**config.mk**
```make
export PLATFORM = sky130hd
export DESIGN_NAME = key_scan_ctrl
export DESIGN_NICKNAME = d
export VERILOG_FILES = /design/src/rtl/key_scan_pkg.sv /design/src/rtl/key_prio_enc.sv /design/src/rtl/key_scan_ctrl.sv
export SDC_FILE = /design/constraint.sdc
export NUM_CORES = 1
export LEC_CHECK = 0
export ABC_CLOCK_PERIOD_IN_PS = 8700
export BUFFER_PORTS_ARGS = -buffer_cell sky130_fd_sc_hd__buf_2
export CORE_MARGIN = 2
export CORE_UTILIZATION = 62
export DETAILED_ROUTE_END_ITERATION = 7
export HOLD_SLACK_MARGIN = 0.05
export PLACE_DENSITY_LB_ADDON = 0.1
export SLEW_MARGIN = 20
export SYNTH_ARGS = -nofsm -noshare
export SYNTH_HDL_FRONTEND = slang
export SYNTH_HIERARCHICAL = 1
export SYNTH_SLANG_ARGS = --single-unit
```
**constraint.sdc**
```tcl
create_clock -name clk -period 8.7 [get_ports clk]
set_input_delay 0.435 -clock clk [delete_from_list [all_inputs] [get_ports clk]]
set_output_delay 0.435 -clock clk [all_outputs]
set_load 0.05 [all_outputs]
```
**src/rtl/key_scan_pkg.sv**
```systemverilog
// rtl/key_scan_pkg.sv - shared types and constants for the keypad scan controller.
package key_scan_pkg;

    localparam int KEY_N      = 10;
    localparam int KEY_CODE_W = 4;

    localparam logic [KEY_CODE_W-1:0] CODE_NONE = '0;

    typedef enum logic [1:0] {
        IDLE,
        DEB_PRESS,
        HELD,
        DEB_REL
    } scan_state_t;

endpackage

```
**src/rtl/key_prio_enc.sv**
```systemverilog
// rtl/key_prio_enc.sv - 10-to-4 priority encoder for active-low keys; highest index wins.
module key_prio_enc
    import key_scan_pkg::*;
(
    input  logic [KEY_N-1:0]      keys_n,
    output logic                  gs,
    output logic [KEY_CODE_W-1:0] code
);

    always_comb begin
        gs   = ~&keys_n;
        code = CODE_NONE;
        // Ascending scan so the highest pressed index overwrites lower ones.
        for (int i = 0; i < KEY_N; i++) begin
            if (!keys_n[i]) begin
                code = KEY_CODE_W'(i);
            end
        end
    end

endmodule

```
**src/rtl/key_scan_ctrl.sv**
```systemverilog
// rtl/key_scan_ctrl.sv - keypad debounce FSM with FWFT event FIFO; KEY_SCAN_REPEAT_EN enables auto-repeat.
module key_scan_ctrl
    import key_scan_pkg::*;
#(
    parameter int DEBOUNCE_CYC = 4,
    parameter int FIFO_DEPTH   = 4,
    parameter int REPEAT_DLY   = 32,
    parameter int REPEAT_CYC   = 8
) (
    input  logic                  clk,
    input  logic                  rst,
    input  logic [KEY_N-1:0]      S_n,
    output logic                  evt_valid,
    input  logic                  evt_ready,
    output logic [KEY_CODE_W-1:0] evt_code,
    output logic                  key_held,
    output logic                  overflow
);

    localparam int CNT_W = $clog2(DEBOUNCE_CYC);
    localparam int PTR_W = $clog2(FIFO_DEPTH);
    localparam logic [CNT_W-1:0] CNT_LAST = CNT_W'(DEBOUNCE_CYC - 1);
    localparam logic [PTR_W:0]   CNT_FULL = (PTR_W + 1)'(FIFO_DEPTH);

    logic [KEY_N-1:0]      s1, s2;
    logic                  gs;
    logic [KEY_CODE_W-1:0] code;

    scan_state_t           state, state_next;
    logic [CNT_W-1:0]      cnt, cnt_next;
    logic [KEY_CODE_W-1:0] cand, cand_next;
    logic                  push;

    always_ff @(posedge clk) begin
        if (rst) begin
            s1 <= '1;
            s2 <= '1;
        end else begin
            s1 <= S_n;
            s2 <= s1;
        end
    end

    key_prio_enc u_enc (
        .keys_n (s2),
        .gs     (gs),
        .code   (code)
    );

`ifdef KEY_SCAN_REPEAT_EN
    localparam int RCNT_W = $clog2(((REPEAT_DLY > REPEAT_CYC) ? REPEAT_DLY : REPEAT_CYC) + 1);
    localparam logic [RCNT_W-1:0] RCNT_FIRST = RCNT_W'(REPEAT_DLY - 1);
    localparam logic [RCNT_W-1:0] RCNT_NEXT  = RCNT_W'(REPEAT_CYC - 1);
    logic [RCNT_W-1:0] rcnt, rcnt_next;

    always_ff @(posedge clk) begin
        if (rst) begin
            rcnt <= '0;
        end else begin
            rcnt <= rcnt_next;
        end
    end
`else
    logic unused_repeat;
    assign unused_repeat = ^{REPEAT_DLY, REPEAT_CYC};
`endif

    always_ff @(posedge clk) begin
        if (rst) begin
            state <= IDLE;
            cnt   <= '0;
            cand  <= CODE_NONE;
        end else begin
            state <= state_next;
            cnt   <= cnt_next;
            cand  <= cand_next;
        end
    end

    always_comb begin
        state_next = state;
        cnt_next   = cnt;
        cand_next  = cand;
        push       = 1'b0;
`ifdef KEY_SCAN_REPEAT_EN
        rcnt_next  = rcnt;
`endif
        unique case (state)
            IDLE: begin
                if (gs) begin
                    cand_next  = code;
                    cnt_next   = '0;
                    state_next = DEB_PRESS;
                end
            end
            DEB_PRESS: begin
                if (!gs || code != cand) begin
                    state_next = IDLE;
                end else if (cnt == CNT_LAST) begin
                    push       = 1'b1;
                    state_next = HELD;
`ifdef KEY_SCAN_REPEAT_EN
                    rcnt_next  = RCNT_FIRST;
`endif
                end else begin
                    cnt_next = cnt + 1'b1;
                end
            end
            HELD: begin
                // Code changes while held are ignored; only a full release leaves HELD.
                if (!gs) begin
                    cnt_next   = '0;
                    state_next = DEB_REL;
`ifdef KEY_SCAN_REPEAT_EN
                    rcnt_next  = '0;
                end else if (rcnt == '0) begin
                    push      = 1'b1;
                    rcnt_next = RCNT_NEXT;
                end else begin
                    rcnt_next = rcnt - 1'b1;
`endif
                end
            end
            DEB_REL: begin
                if (gs) begin
                    state_next = HELD;
`ifdef KEY_SCAN_REPEAT_EN
                    rcnt_next  = RCNT_FIRST;
`endif
                end else if (cnt == CNT_LAST) begin
                    state_next = IDLE;
                end else begin
                    cnt_next = cnt + 1'b1;
                end
            end
            default: state_next = IDLE;
        endcase
    end

    assign key_held = (state == HELD) || (state == DEB_REL);

    logic [KEY_CODE_W-1:0] mem [FIFO_DEPTH];
    logic [PTR_W-1:0]      wr_ptr, rd_ptr;
    logic [PTR_W:0]        count;
    logic [KEY_CODE_W-1:0] last_code;
    logic                  pop, full, wr_en;

    assign full  = (count == CNT_FULL);
    assign pop   = evt_valid & evt_ready;
    // A full FIFO still accepts a push when the head leaves in the same cycle.
    assign wr_en = push & (~full | pop);

    always_ff @(posedge clk) begin
        if (wr_en) begin
            mem[wr_ptr] <= cand;
        end
    end

    always_ff @(posedge clk) begin
        if (rst) begin
            wr_ptr    <= '0;
            rd_ptr    <= '0;
            count     <= '0;
            last_code <= CODE_NONE;
            overflow  <= 1'b0;
        end else begin
            if (wr_en) begin
                wr_ptr <= wr_ptr + 1'b1;
            end
            if (pop) begin
                rd_ptr    <= rd_ptr + 1'b1;
                last_code <= mem[rd_ptr];
            end
            count <= count + {{PTR_W{1'b0}}, wr_en} - {{PTR_W{1'b0}}, pop};
            if (push && !wr_en) begin
                overflow <= 1'b1;
            end
        end
    end

    assign evt_valid = (count != '0);
    assign evt_code  = evt_valid ? mem[rd_ptr] : last_code;

endmodule

```
## Yosys cells after proc, flatten, opt, wreduce, memory -nomap -nowiden

Memories as Yosys holds them, arrays and structs flattened. A register that Yosys moved wholly into a read port is not among the register bits.
Cells that the tools add are included.

- Bits in writable memories: 16
- Register bits: 40
- Latch bits: 0
- Word-level logic and storage cells: 73
- Memories: 1
- Output and inout bits: 7
- ROM bits: 0
- Bits of input ports: 13

- Bitwise operators: 5
- Add/sub/neg operators: 5
- Eq/ne operators: 12
- Order comparisons: 0
- Reduce and logical (&&, ||, !) cells: 10
- $mul: 0
- Muxes and demuxes: 30
- Shift-type cells: 0
- Divide/modulo/power cells: 0

Memories:

| name | words | bits a word | read ports | clocked after memory_dff | wr ports | line | RTL |
|---|---|---|---|---|---|---|---|
| mem | 4 | 4 | 1 | 1 | 1 | key_scan_ctrl.sv:142 | `logic [KEY_CODE_W-1:0] mem [FIFO_DEPTH];` |

Operators by type and width:

| kind | number |
|---|---|
| 2-bit two-way mux | 15 |
| 2-bit one-hot mux with 4 select lines | 2 |
| 3-bit two-way mux | 4 |
| 4-bit two-way mux | 3 |
| 10-bit AND reduction | 1 |
| 2-bit != test, second input constant | 4 |
| 4-bit AND reduction | 2 |
| 2-bit by 1-bit adder with 2-bit output, second input constant | 3 |
| 2-bit == test, second input constant | 3 |
| 1-bit two-way mux | 6 |
| 3-bit != test, second input constant | 2 |
| 4-bit != test | 1 |
| 3-bit by 1-bit adder with 3-bit output | 1 |
| 3-bit == test, second input constant | 1 |
| 3-bit nonzero test | 1 |
| 3-bit by 1-bit subtractor with 3-bit output | 1 |
| 1-bit bitwise AND | 2 |
| 2-bit by 1-bit == test with 1-bit output, second input constant | 1 |
| 2-bit logical NOT | 1 |
| 1-bit logical OR | 2 |
| 1-bit NOT | 2 |
| 2-bit AND reduction | 1 |
| 1-bit logical AND | 1 |
| 1-bit logical NOT | 1 |
| 1-bit bitwise OR | 1 |

## Longest topological paths before layout

Gate-level depths: netlist of the first run.

- Word-level depth: 16
- Gate-level depth with buffers: 14
- Gate-level depth less buffers: 14

## By module

Netlist of the first run, hierarchy kept.

By module, submodules not included:

| module | cells each | seq. area each (um^2) | area an instance (um^2) | instances |
|---|---|---|---|---|
| key_scan_ctrl | 183 | 1321.3 | 2265.9 | 1 |
| key_prio_enc | 14 | 0.0 | 75.1 | 1 |

## Worst setup path after synthesis of the first run

OpenSTA, ideal clock, no wires.

- Kind: register to register
- Start point: reg s2[4]
- End point: reg count[2]
- Clock period less this slack: 2748 ps
- Stages on the path, launching flop included: 15
- Slack: 5952 ps
- Library setup time: 128 ps
- Data required time: 8572 ps
- Buffers on the path: 0
- Data arrival time: 2621 ps
- Path through: dfxtp_1 nand2_1 o221ai_1 a31o_1 xnor2_1 nand3_2 nor3_2 inv_1 ha_1 inv_1 ha_1 fa_1 xnor2_1 xnor2_1 nor2_1

- Longest elaborated chain between the ends: 13
- Elaborated cells between the ends (all ways): 14
- Those cells by class: add/sub (2); eq/ne (1); mux (8); bitwise (1); reduce/logical (2)

RTL lines:

| what | line | RTL |
|---|---|---|
| from (decl) | key_scan_ctrl.sv:25 | `logic [KEY_N-1:0] s1, s2;` |
| from (signal assigned) | key_scan_ctrl.sv:37 | `s2 <= '1;` |
| from (signal assigned) | key_scan_ctrl.sv:40 | `s2 <= s1;` |
| 3-bit two-way mux (4 in a row) | key_prio_enc.sv:15 | `if (!keys_n[i]) begin` |
| 4-bit two-way mux (2 in a row) | key_prio_enc.sv:15 |  |
| named net code[0] | key_scan_ctrl.sv:27 | `logic [KEY_CODE_W-1:0] code;` |
| 4-bit != test | key_scan_ctrl.sv:97 | `if (!gs \|\| code != cand) begin` |
| 1-bit logical OR | key_scan_ctrl.sv:97 |  |
| 1-bit two-way mux | key_scan_ctrl.sv:97 |  |
| 1-bit two-way mux | key_scan_ctrl.sv:88 | `unique case (state)` |
| 1-bit bitwise AND | key_scan_ctrl.sv:151 | `assign wr_en = push & (~full \| pop);` |
| 3-bit by 1-bit adder with 3-bit output | key_scan_ctrl.sv:174 | `count <= count + {{PTR_W{1'b0}}, wr_en} - {{PTR_W{1'b0}}, pop};` |
| 3-bit by 1-bit subtractor with 3-bit output | key_scan_ctrl.sv:174 |  |
| to (signal assigned) | key_scan_ctrl.sv:174 |  |
| to (decl) | key_scan_ctrl.sv:144 | `logic [PTR_W:0] count;` |

The timed path passes the listed nets, and every way through them passes these cells.
A chain may end at the register's enable or synchronous reset.

## Worst setup path after layout of the first run

Ends and elaborated chain as after synthesis.

==> reports/qor_table.md, run 1 <==
| Group | Metric | Value |
| --- | --- | --- |
| floorplanning | Chip width | 65.45 um |
| logic synthesis | Dominant cells by area after synthesis | sky130_fd_sc_hd__dfxtp_1, sky130_fd_sc_hd__edfxtp_1, sky130_fd_sc_hd__or2_2 |
| placement | Placed cell areas | 2461 sq um |
| cells and area | Growth of design area from synthesis to finish | 14.22% |
| logic synthesis | Syn_area_per_cell | 11.88 sq um |
| timing | RSZ-0062 raised after global routing | no |
| power | Worst supply voltage drop on vdd | 0.2242 mV |
| logic synthesis | Post-synthesis instance total | 197 |
| cells and area | Fraction of layout cells with a size suffix above 1 | 33.33% |
| route | Antenna viol nets, final | 0 |
| cts | CTS Sinks | 58 |
| cts | Total CTS buffers | 9 |
| timing | Count of final hold-check violations | 0 |
| cells and area | Net count reported at finish | 241 |
| worst setup path | CP Max Fanout | 7 |
| logic synthesis | Cell area after technology mapping | 2341 sq um |
| timing | Minimum setup slack in the final design | 5.656 ns |
| cts | Post-cts sizing count | 0 |
| placement | Post-placement setup slack | 5.669 ns |
| worst hold path | Number of instances on the worst hold path | 2 |
| power | Leakage power | 1.081 nW |
| logic synthesis | EDFF count, synth | 16 |
| logic synthesis | Top_reg_cell synth | sky130_fd_sc_hd__dfxtp_1 |
| logic synthesis | Flip-flop and latch count after synthesis | 58 |
| timing | Minimum period implied by the final worst setup slack | 3.044 ns |
| run status | Status | finished clean |
| cts | Number of buffers inserted for hold repair after clock tree synthesis | 0 |
| floorplanning | Number of placement rows | 22 |
| global routing | Total global-route track usage | 21.23% |
| worst hold path | Hold Path Origin | S_n[8] |
| worst setup path | Reg2reg path depth | 14 |
| placement | DPL Wire Length | 2.671 mm |
| cells and area | End-of-flow core utilization | 73.59% |
| logic synthesis | Area share of the largest cell type after synthesis | 35.92% |
| route | DRC marker count from the first detailed-route iteration | 55 |
| worst setup path | Crit path DAT | 3.23 ns |
| placement | Count of placed standard cells including taps | 257 |
| worst setup path | Setup crit end kind | flop |
| global routing | Wire length of the first global-routing pass | 6.492 mm |
| logic synthesis | Sequential-to-total area share from yosys stat | 56.44% |
| worst setup path | Critical Path Source | s2[4] |
| power | Ratio of total power to cell area | 295.5 nW/um^2 |
| cts | Post-CTS clock slew at the launch and capture registers of the worst setup and hold paths | 0.06 ns |
| worst setup path | Startpoint class of the critical path | flop |
| floorplanning | Initial Utilization | 64.43% |
| route | Router iterations before antenna repair | 5 |
| worst setup path | Flop2flop setup slack | 5.66 ns |
| timing | Total negative setup slack | 0 ns |
| route | Via density per instance | 5.227 |
| worst setup path | Startpoint-to-endpoint class of the critical path | reg2reg |
| timing | Setup Skew | 0.005107 ns |
| route | Average wire per standard cell | 14.18 um |
| cts | Clock root buffer | sky130_fd_sc_hd__clkbuf_8 |
| timing | Final critical-path share of the clock period | 34.99% |
| timing | Rel. slew slack | 59.62% |
| logic synthesis | Share of synthesized registers carrying an async set or reset | 0% |
| timing | Count of pins over their slew limit | 0 |
| flow run | Count of max-cap constraint violations | 0 |
| route | # DRC | 0 |
| global routing | Overflow left after global routing | 0 |
| cts | Clk Latency, worst-skew pair | 0.32 ns |
| worst hold path | Hold crit path type | in2reg |
| route | Total detailed-routing wirelength | 3.871 mm |
| cts | Clock H-tree levels | 3 |
| logic synthesis | Yosys synthesis warning count | 6 |
| placement | GPL Wtd Cong | 0.8012 |
| timing | Slew of the pin with the lowest slew margin | 0.6057 ns |
| worst hold path | Worst min-delay path endpoint | s1[8] |
| global routing | Pin count of the biggest net entering global routing | 41 |
| cts | Largest buffer count on any clock path | 2 |
| worst setup path | Worst reg2reg path endpoint | count[2] |
| cells and area | Most frequent standard cell in the layout excluding fill and tap cells | sky130_fd_sc_hd__dfxtp_1 |
| timing | Worst hold slack | 0.2913 ns |
| logic synthesis | Number of distinct standard cells referenced by the synthesized netlist | 42 |
| timing | Highest Clock Rate | 328.5 MHz |
| placement | Count of buffers inserted at the top-level ports | 19 |
| cells and area | Most frequent cells in the layout | sky130_fd_sc_hd__dfxtp_1, sky130_fd_sc_hd__or2_2, sky130_fd_sc_hd__buf_2, sky130_fd_sc_hd__nor2_1, sky130_fd_sc_hd__edfxtp_1 |
| cts | TritonCTS clock tree | done |
| cells and area | Total non-filler cell area in the finished layout | 2674 sq um |
| cells and area | Number of antenna cells inserted | 0 |
| floorplanning | Die Footprint | 4283 sq um |
| route | Total number of vias | 1,427 |
| global routing | Number of antenna violations at the first check in global routing | 0 |
| floorplanning | Number of placed I/O pins | 20 |
| global routing | Via count of the first global-routing pass | 1,377 |
| floorplanning | Die height | 65.45 um |
| logic synthesis | Post-synth net total | 218 |
| worst setup path | Data required time of the worst path | 8.89 ns |
| cts | Number of setup buffers added after CTS | 0 |
| timing | Setup-failing EPs final | 0 |
| worst setup path | Startpoint of the lowest-slack register-to-register path | s2[4] |
| cells and area | Non-Filler Instances | 273 |
| logic synthesis | Cell taking the most area after synthesis | sky130_fd_sc_hd__dfxtp_1 |
| floorplanning | Core outline area | 3633 sq um |
| cells and area | Number of fill cells | 251 |
| power | Sum of internal, switching and leakage power | 0.7901 mW |
-- cell usage after synthesis (all sizes together), types with 3 or more instances --
cell and instances:
and2 6, and3 3, clkbuf 5, dfxtp 42, edfxtp 16, ha 7
inv 9, mux2 5, mux2i 9, mux4 4, nand2 10, nand3 5
nor2 16, nor2b 5, o21ai 4, or2 20, xnor2 7
-- metal layers --
metal  share of wire (%)  vias to the layer above  global-route usage [%]
li1                    -                      723                       -
met4                 1.3                        0                   8.073
met3                 4.0                        7                   8.219
met1                  45                      671                   26.32
met2                  49                       26                   33.67
met5                   0                        -                       0
-- logic make-up (layout without fill, tap and decap cells) --
| group | Yosys count | in the layout | synth area share [%] |
|---|---|---|---|
| muxes | 18 | 18 | 10.26 |
| adders and majority gates | 8 | 8 | 4.596 |
| AOI/OAI and AO/OA | 15 | 15 | 4.490 |
| DFF | 58 | 58 | 56.44 |
| buffers and inverters | 16 | 44 | 2.939 |
| xor gates and xnor gates | 8 | 8 | 2.993 |
| and+or+nand+nor | 74 | 74 | 18.28 |
-- state kept, by name, indices dropped and copies added, names as in the netlist, named ones only --
register / count
mem: 16
s1: 10
s2: 10
cand: 4
last_code: 4
count: 3
cnt: 2
rd_ptr: 2
state: 2
wr_ptr: 2
overflow: 1
-- final cells by class --
| cell class | instances | area [sq um] | area share, % |
|---|---|---|---|
| Sequential cell | 58 | 1321 | 49.42 |
| Multi-Input combinational cell | 123 | 950.9 | 35.56 |
| Clock buffer | 12 | 166.4 | 6.224 |
| Timing Repair Buffer | 19 | 95.09 | 3.556 |
| Tap cell | 48 | 60.06 | 2.246 |
| Clock inverter | 4 | 46.29 | 1.731 |
| Inverter | 9 | 33.78 | 1.263 |
-- worst max path at each step --
stage | end | slack [ns] | cells past startpoint
4_1_cts | count[2] | 5.65 | 14
2_1_floorplan | count[2] | 5.95 | 14
3_3_place_gp | count[2] | 5.79 | 14
3_5_place_dp | count[2] | 5.67 | 14
5_1_grt | count[2] | 5.36 | 14
6_report | count[2] | 5.66 | 14
-- where the power goes --
part | total, mW | switching, mW | leakage [nW] | internal [mW]
Sequential | 0.324 | 0.0224 | 0.493 | 0.302
Clock | 0.255 | 0.0987 | 0.112 | 0.157
Combinational | 0.210 | 0.126 | 0.477 | 0.0850
-- worst max-delay path, cell delays in order (launching register included) --
cell,delay (ns)
sky130_fd_sc_hd__dfxtp_1,0.37
sky130_fd_sc_hd__inv_1,0.05
sky130_fd_sc_hd__o221ai_1,0.20
sky130_fd_sc_hd__a31o_1,0.23
sky130_fd_sc_hd__xnor2_1,0.16
sky130_fd_sc_hd__nand3_2,0.14
sky130_fd_sc_hd__nor3_2,0.43
sky130_fd_sc_hd__inv_1,0.09
sky130_fd_sc_hd__ha_1,0.29
sky130_fd_sc_hd__inv_1,0.04
sky130_fd_sc_hd__ha_1,0.18
sky130_fd_sc_hd__fa_1,0.38
sky130_fd_sc_hd__xnor2_1,0.17
sky130_fd_sc_hd__xnor2_1,0.14
sky130_fd_sc_hd__nor2_1,0.05
Power figures use the tool's default switching activity.
==> run 2: changes to the inputs <==
--- a/config.mk
+++ b/config.mk
@@ -5,10 +5,10 @@
 export SDC_FILE = /design/constraint.sdc
 export NUM_CORES = 1
 export LEC_CHECK = 0
-export ABC_CLOCK_PERIOD_IN_PS = 8700
+export ABC_CLOCK_PERIOD_IN_PS = 2900
 export BUFFER_PORTS_ARGS = -buffer_cell sky130_fd_sc_hd__buf_2
 export CORE_MARGIN = 2
-export CORE_UTILIZATION = 62
+export CORE_UTILIZATION = 58
 export DETAILED_ROUTE_END_ITERATION = 7
 export HOLD_SLACK_MARGIN = 0.05
 export PLACE_DENSITY_LB_ADDON = 0.1
==> constraint.sdc (replaced) <==
create_clock -name clk -period 2.9 [get_ports clk]
set_input_delay 0.145 -clock clk [delete_from_list [all_inputs] [get_ports clk]]
set_output_delay 0.145 -clock clk [all_outputs]
set_load 0.05 [all_outputs]
==> reports/qor_table.md, run 2 (same netlist as run 1, synthesis figures left out) <==
| Group | Metric | Value | Delta |
| --- | --- | --- | --- |
| flow run | Count of max-cap constraint violations | 0 | unchanged |
| worst setup path | Startpoint class of the critical path | flop | unchanged |
| timing | Minimum setup slack in the final design | 0.1316 ns | was 5.656 ns |
| power | Part of the total power dissipated in combinational logic | 27.5% | was 26.6% |
| cells and area | Total non-filler cell area in the finished layout | 2823 sq um | was 2674 sq um |
| timing | Worst hold slack | 0.1494 ns | was 0.2913 ns |
| cts | Total CTS buffers | 9 | unchanged |
| global routing | Overflow left after global routing | 0 | unchanged |
| timing | Highest Clock Rate | 361.2 MHz | was 328.5 MHz |
| floorplanning | Initial Utilization | 59.38% | was 64.43% |
| timing | Total negative setup slack | 0 ns | unchanged |
| cells and area | End-of-flow core utilization | 71.60% | was 73.59% |
| worst setup path | Setup crit end kind | flop | unchanged |
| cts | CTS Sinks | 58 | unchanged |
| route | Via density per instance | 5.240 | was 5.227 |
| worst setup path | Worst reg2reg path endpoint | count[2] | unchanged |
| global routing | Via count of the first global-routing pass | 1,503 | was 1,377 |
| floorplanning | Chip width | 67.53 um | was 65.45 um |
| route | Antenna viol nets, final | 0 | unchanged |
| timing | Minimum period implied by the final worst setup slack | 2.768 ns | was 3.044 ns |
| power | Share of power burned in registers | 40.3% | was 41.0% |
| route | Total number of vias | 1,504 | was 1,427 |
| floorplanning | Core outline area | 3943 sq um | was 3633 sq um |
| placement | Placed cell areas | 2471 sq um | was 2461 sq um |
| run status | Status | finished clean | unchanged |
| timing | Count of final hold-check violations | 0 | unchanged |
| power | Sum of internal, switching and leakage power | 2.423 mW | was 0.7901 mW |
| worst setup path | Crit path DAT | 2.96 ns | was 3.23 ns |
| worst setup path | Data required time of the worst path | 3.09 ns | was 8.89 ns |
| cells and area | Registers with the highest flip-flop counts | mem (16), s1 (10), s2 (10) | unchanged |
| power | Switching power | 0.7574 mW | was 0.2467 mW |
| placement | GPL Wtd Cong | 0.8241 | was 0.8012 |
| cells and area | Fraction of layout cells with a size suffix above 1 | 35.02% | was 33.33% |
| cells and area | Flip-flop count of the largest register after layout | 16 | unchanged |
| cts | Clock root buffer | sky130_fd_sc_hd__clkbuf_8 | unchanged |
| worst hold path | Number of instances on the worst hold path | 3 | was 2 |
| timing | Count of pins over their slew limit | 0 | unchanged |
| placement | DPL Wire Length | 2.705 mm | was 2.671 mm |
| global routing | Met3 track utilization from global routing | 6.500% | was 8.219% |
| floorplanning | Number of placed I/O pins | 20 | unchanged |
| worst setup path | Reg2reg path depth | 14 | unchanged |
| power | Worst supply voltage drop on vdd | 0.6032 mV | was 0.2242 mV |
| route | Router iterations before antenna repair | 4 | was 5 |
| global routing | Wire length of the first global-routing pass | 6.458 mm | was 6.492 mm |
| timing | Rel. slew slack | 59.66% | was 59.62% |
| placement | Post-placement setup slack | 0.07452 ns | was 5.669 ns |
| route | Total detailed-routing wirelength | 4.094 mm | was 3.871 mm |
| floorplanning | Die Footprint | 4560 sq um | was 4283 sq um |
| placement | Count of placed standard cells including taps | 260 | was 257 |
| cts | Clock H-tree levels | 3 | unchanged |
| power | Leakage power | 1.139 nW | was 1.081 nW |
| timing | Setup-failing EPs final | 0 | unchanged |
| worst setup path | Startpoint-to-endpoint class of the critical path | reg2reg | unchanged |
| cts | Clk Latency, worst-skew pair | 0.33 ns | was 0.32 ns |
| global routing | Met1 track utilization from global routing | 20.46% | was 26.32% |
| global routing | Number of antenna violations at the first check in global routing | 0 | unchanged |
| cts | Largest buffer count on any clock path | 2 | unchanged |
| worst hold path | Hold crit path type | in2reg | unchanged |
| cts | TritonCTS clock tree | done | unchanged |
| floorplanning | Die height | 67.53 um | was 65.45 um |
| cts | Post-CTS clock slew at the launch and capture registers of the worst setup and hold paths | 0.06 ns | about the same |
| timing | Slew of the pin with the lowest slew margin | 0.6051 ns | was 0.6057 ns |
| cells and area | Most frequent standard cell in the layout excluding fill and tap cells | sky130_fd_sc_hd__dfxtp_1 | unchanged |
| global routing | Grt met2 use | 36.40% | was 33.67% |
| global routing | Pin count of the biggest net entering global routing | 41 | unchanged |
| cells and area | Most frequent cells in the layout | sky130_fd_sc_hd__dfxtp_1, sky130_fd_sc_hd__or2_2, sky130_fd_sc_hd__buf_2, sky130_fd_sc_hd__nor2_1, sky130_fd_sc_hd__edfxtp_1 | unchanged |
| cells and area | Non-Filler Instances | 287 | was 273 |
| placement | Count of buffers inserted at the top-level ports | 19 | unchanged |
| power | Clk pwr share | 32.2% | was 32.3% |
| cells and area | Number of antenna cells inserted | 0 | unchanged |
| route | Average wire per standard cell | 14.26 um | was 14.18 um |
| global routing | Global route hottest layer | met2 | unchanged |
| power | Internal power | 1.665 mW | was 0.5434 mW |
| timing | Setup Skew | 0.005470 ns | was 0.005107 ns |
| power | Ratio of total power to cell area | 858.3 nW/um^2 | was 295.5 nW/um^2 |
| route | # DRC | 0 | unchanged |
| worst hold path | Worst min-delay path endpoint | overflow | was s1[8] |
| cells and area | Reg with most FFs | mem | unchanged |
| cells and area | Growth of design area from synthesis to finish | 20.58% | was 14.22% |
| worst setup path | CP Max Fanout | 4 | was 7 |
| global routing | Total global-route track usage | 20.16% | was 21.23% |
| worst hold path | Hold Path Origin | evt_ready | was S_n[8] |
| floorplanning | Number of placement rows | 23 | was 22 |
| route | DRC marker count from the first detailed-route iteration | 53 | was 55 |
| worst setup path | Startpoint of the lowest-slack register-to-register path | s2[4] | unchanged |
| worst setup path | Flop2flop setup slack | 0.13 ns | was 5.66 ns |
| cells and area | Net count reported at finish | 253 | was 241 |
| power | Switch share | 31.26% | was 31.22% |
| timing | Final critical-path share of the clock period | 95.46% | was 34.99% |
-- run 2: timing repair --
action                     4_1_cts  5_1_grt
gates resized for setup          0        7
hold buffers                    10        0
setup endpoints to repair        0        1
buffers inserted                 0        1
hold endpoints to repair        10        0
-- run 2: power groups by stage --
stage | logic, mW | clock network (mW) | registers, mW
3_5_place_dp | 0.633 | 0 | 0.992
5_1_grt | 0.720 | 0.833 | 0.990
3_3_place_gp | 0.606 | 0 | 0.984
2_1_floorplan | 0.533 | 0 | 0.972
4_1_cts | 0.647 | 0.797 | 0.975
6_report | 0.666 | 0.780 | 0.976
-- run 2: critical path, stage by stage, from the launching register on --
cell and delay [ns]:
sky130_fd_sc_hd__dfxtp_1 0.37, sky130_fd_sc_hd__inv_1 0.07, sky130_fd_sc_hd__o221ai_2 0.19, sky130_fd_sc_hd__a31o_1 0.24, sky130_fd_sc_hd__xnor2_2 0.14, sky130_fd_sc_hd__nand3_2 0.13
sky130_fd_sc_hd__nor3_2 0.15, sky130_fd_sc_hd__inv_1 0.06, sky130_fd_sc_hd__ha_1 0.27, sky130_fd_sc_hd__inv_1 0.04, sky130_fd_sc_hd__ha_1 0.19, sky130_fd_sc_hd__fa_1 0.41
sky130_fd_sc_hd__xnor2_2 0.15, sky130_fd_sc_hd__xnor2_1 0.15, sky130_fd_sc_hd__nor2_1 0.06
-- run 2: cell type report --
class,count,area [sq um]
tap,50,62.56
multi-input combinational,123,985.9
fill,250,1120
inverter,9,33.78
clock inverter,6,81.33
timing repair buffer,31,210.2
sequential,58,1321
clock buffer,10,127.6
-- run 2: worst max path at each step --
stage	start	to	slack, ns	depth (start not counted)
3_5_place_dp	s2[4]	count[2]	0.07	14
2_1_floorplan	s2[4]	count[2]	0.15	14
3_3_place_gp	s2[4]	count[2]	0.22	14
5_1_grt	s2[4]	count[2]	-0.03	14
6_report	s2[4]	count[2]	0.13	14
4_1_cts	s2[4]	count[2]	0.01	14
-- run 2: routing by layer --
| layer | vias to the layer above | routed length (um) |
|---|---|---|
| li1 | 744 | - |
| met4 | 0 | 78 |
| met2 | 45 | 2186 |
| met1 | 707 | 1643 |
| met5 | - | 0 |
| met3 | 8 | 186 |
==> run 3: changes to the inputs <==
--- a/config.mk
+++ b/config.mk
@@ -12,6 +12,7 @@
 export DETAILED_ROUTE_END_ITERATION = 7
 export HOLD_SLACK_MARGIN = 0.05
 export PLACE_DENSITY_LB_ADDON = 0.1
+export RECOVER_POWER = 100
 export SLEW_MARGIN = 20
 export SYNTH_ARGS = -nofsm -noshare
 export SYNTH_HDL_FRONTEND = slang
==> reports/qor_table.md, run 3 (same netlist as run 1, synthesis figures left out) <==
| Group | Metric | Value | Delta |
| --- | --- | --- | --- |
| run status | Status | finished clean | unchanged |
| cells and area | Net count reported at finish | 253 | unchanged |
| cts | CTS Sinks | 58 | unchanged |
| timing | Highest Clock Rate | 362.0 MHz | was 361.2 MHz |
| worst setup path | Worst setup path endpoint | count[2] | unchanged |
| timing | Minimum period implied by the final worst setup slack | 2.762 ns | was 2.768 ns |
| cells and area | Number of fill cells | 257 | was 250 |
| cells and area | Total non-filler cell area in the finished layout | 2809 sq um | was 2823 sq um |
| global routing | Pin count of the biggest net entering global routing | 41 | unchanged |
| placement | Count of buffers inserted at the top-level ports | 19 | unchanged |
| worst setup path | Startpoint-to-endpoint class of the critical path | reg2reg | unchanged |
| timing | Setup-failing EPs final | 0 | unchanged |
| power | Switch share | 31.36% | was 31.26% |
| worst hold path | Hold crit path type | in2reg | unchanged |
| placement | Count of placed standard cells including taps | 260 | unchanged |
| worst setup path | Setup crit end kind | flop | unchanged |
| power | Share of power burned in registers | 40.4% | was 40.3% |
| worst setup path | Crit path DAT | 2.95 ns | was 2.96 ns |
| cells and area | Most frequent standard cell in the layout excluding fill and tap cells | sky130_fd_sc_hd__dfxtp_1 | unchanged |
| worst setup path | Critical path buffers and inverters | 3 | unchanged |
| global routing | Wire length of the first global-routing pass | 6.458 mm | unchanged |
| placement | Placed cell areas | 2471 sq um | unchanged |
| worst setup path | CP Max Fanout | 4 | unchanged |
| cells and area | Non-Filler Instances | 287 | unchanged |
| timing | Count of pins over their slew limit | 0 | unchanged |
| route | Total detailed-routing wirelength | 4.105 mm | was 4.094 mm |
| worst setup path | Reg2reg path depth | 14 | unchanged |
| timing | Final critical-path share of the clock period | 95.25% | was 95.46% |
| cts | Post-CTS clock slew at the launch and capture registers of the worst setup and hold paths | 0.06 ns | about the same |
| timing | Minimum setup slack in the final design | 0.1377 ns | was 0.1316 ns |
| floorplanning | Die Footprint | 4560 sq um | unchanged |
| cells and area | Most frequent cells in the layout | sky130_fd_sc_hd__dfxtp_1, sky130_fd_sc_hd__or2_2, sky130_fd_sc_hd__nor2_1, sky130_fd_sc_hd__buf_2, sky130_fd_sc_hd__edfxtp_1 | was sky130_fd_sc_hd__dfxtp_1, sky130_fd_sc_hd__or2_2, sky130_fd_sc_hd__buf_2, sky130_fd_sc_hd__nor2_1, sky130_fd_sc_hd__edfxtp_1 |
| worst setup path | Data required time of the worst path | 3.09 ns | about the same |
| floorplanning | Chip width | 67.53 um | unchanged |
| cts | Clock H-tree levels | 3 | unchanged |
| route | DRC marker count from the first detailed-route iteration | 58 | was 53 |
| timing | Setup Skew | 0.005139 ns | was 0.005470 ns |
| floorplanning | Number of placed I/O pins | 20 | unchanged |
| global routing | Overflow left after global routing | 0 | unchanged |
| floorplanning | Number of placement rows | 23 | unchanged |
| power | Switching power | 0.7591 mW | was 0.7574 mW |
| cells and area | Registers with the highest flip-flop counts | mem (16), s1 (10), s2 (10) | unchanged |
| power | Ratio of total power to cell area | 861.7 nW/um^2 | was 858.3 nW/um^2 |
| power | Clk pwr share | 32.2% | about the same |
| placement | Post-placement setup slack | 0.07452 ns | unchanged |
| timing | Slew of the pin with the lowest slew margin | 0.9502 ns | was 0.6051 ns |
| power | Leakage power | 1.118 nW | was 1.139 nW |
| route | # DRC | 0 | unchanged |
| route | Router iterations before antenna repair | 4 | unchanged |
| route | Average wire per standard cell | 14.30 um | was 14.26 um |
| route | Via density per instance | 5.220 | was 5.240 |
| flow run | Count of max-cap constraint violations | 0 | unchanged |
| worst setup path | Startpoint of the lowest-slack register-to-register path | s2[4] | unchanged |
| route | Antenna viol nets, final | 0 | unchanged |
| cells and area | Flip-flop count of the largest register after layout | 16 | unchanged |
| global routing | Total global-route track usage | 20.16% | unchanged |
| cts | Largest buffer count on any clock path | 2 | unchanged |
| route | Total number of vias | 1,498 | was 1,504 |
| cts | Total CTS buffers | 9 | unchanged |
| cells and area | Growth of design area from synthesis to finish | 19.99% | was 20.58% |
| worst setup path | Largest stage delay on the critical path | 0.41 ns | about the same |
| worst setup path | Largest delay share family, worst path | adder cells | unchanged |
| floorplanning | Core outline area | 3943 sq um | unchanged |
| cells and area | End-of-flow core utilization | 71.25% | was 71.60% |
| floorplanning | Die height | 67.53 um | unchanged |
| placement | GPL Wtd Cong | 0.8241 | unchanged |
| worst setup path | Critical Path Source | s2[4] | unchanged |
| cts | TritonCTS clock tree | done | unchanged |
| worst setup path | Flop2flop setup slack | 0.14 ns | was 0.13 ns |
| timing | Count of final hold-check violations | 0 | unchanged |
| cells and area | Number of antenna cells inserted | 0 | unchanged |
| placement | DPL Wire Length | 2.705 mm | unchanged |
| worst setup path | Sequence of cells on the critical path | inv_1, o221ai_2, a31o_1, xnor2_2, nand3_2, nor3_2, inv_1, ha_1, inv_1, ha_1, fa_1, xnor2_2, xnor2_1, nor2_1 | unchanged |
| worst setup path | Total number of cells along the worst setup path | 14 | unchanged |
| global routing | Number of antenna violations at the first check in global routing | 0 | unchanged |
| worst setup path | Slowest library cell on the worst path | sky130_fd_sc_hd__fa_1 | unchanged |
| timing | Rel. slew slack | 36.51% | was 59.66% |
| worst setup path | Worst reg2reg path endpoint | count[2] | unchanged |
| power | Part of the total power dissipated in combinational logic | 27.4% | was 27.5% |
| power | Worst supply voltage drop on vdd | 0.6026 mV | was 0.6032 mV |
| cts | Clk Latency, worst-skew pair | 0.33 ns | about the same |
| cells and area | Reg with most FFs | mem | unchanged |
| cells and area | Fraction of layout cells with a size suffix above 1 | 32.49% | was 35.02% |
| cts | Clock root buffer | sky130_fd_sc_hd__clkbuf_8 | unchanged |
| worst setup path | Startpoint class of the critical path | flop | unchanged |
| floorplanning | Initial Utilization | 59.38% | unchanged |
| global routing | Via count of the first global-routing pass | 1,503 | unchanged |
| power | Internal power | 1.661 mW | was 1.665 mW |
| worst setup path | Top cell by count, worst path | sky130_fd_sc_hd__inv_1 | unchanged |
## run 3: per-layer routing
| layer | GRT usage (%) | up-vias | part of all wire, % |
|---|---|---|---|
| met2 | 36.40 | 33 | 54 |
| li1 | - | 742 | - |
| met5 | 0 | - | 0 |
| met4 | 10.71 | 0 | 1.9 |
| met1 | 20.46 | 715 | 40 |
| met3 | 6.500 | 8 | 4.1 |
## run 3: final cells by class
class	count	area, sq um	share of cell area [%]
Clock inverter	6	81.33	2.895
Clock buffer	10	127.6	4.543
Multi-Input combinational cell	123	979.7	34.88
Inverter	9	33.78	1.203
Tap cell	50	62.56	2.227
Sequential cell	58	1321	47.04
Timing Repair Buffer	31	202.7	7.216
## run 3: how the worst min path moves through the flow
| stage | start | end | slack [ns] | cells past startpoint |
|---|---|---|---|---|
| finish | evt_ready | overflow | 0.15 | 3 |
| detailed placement | S_n[4] | s1[4] | 0.33 | 2 |
| global placement | S_n[7] | s1[7] | 0.33 | 2 |
| CTS | evt_ready | overflow | 0.13 | 3 |
| floorplan | S_n[0] | s1[0] | 0.25 | 1 |
| global route | evt_ready | overflow | 0.16 | 3 |
## run 3: power by group through the flow
stage               sequential [mW]  clock, mW  combinational, mW
floorplan                     0.972          0              0.533
global placement              0.984          0              0.606
detailed placement            0.992          0              0.633
CTS                           0.975      0.797              0.647
global route                  0.989      0.833              0.716
finish                        0.977      0.780              0.663
## run 3: worst min-delay path, stage by stage
cell and delay (ns):
sky130_fd_sc_hd__buf_2 0.09, sky130_fd_sc_hd__or4b_4 0.12, sky130_fd_sc_hd__o31ai_1 0.06
## run 3: what timing repair did
item,4_1_cts,5_1_grt
resized for setup,0,7
hold buffers,10,0
buffers inserted,0,1
setup endpoints to repair,0,1
hold endpoints to repair,10,0
## run 3: stage by stage
| stage | power (mW) | hold WS, ns | TNS (ns) |
|---|---|---|---|
| global route | 2.538 | 0.1571 | -0.02207 |
| finish | 2.420 | 0.1493 | 0 |
| detailed placement | 1.625 | 0.3333 | 0 |
| global placement | 1.590 | 0.3282 | 0 |
| CTS | 2.419 | 0.1341 | 0 |
| floorplan | 1.505 | 0.2488 | 0 |
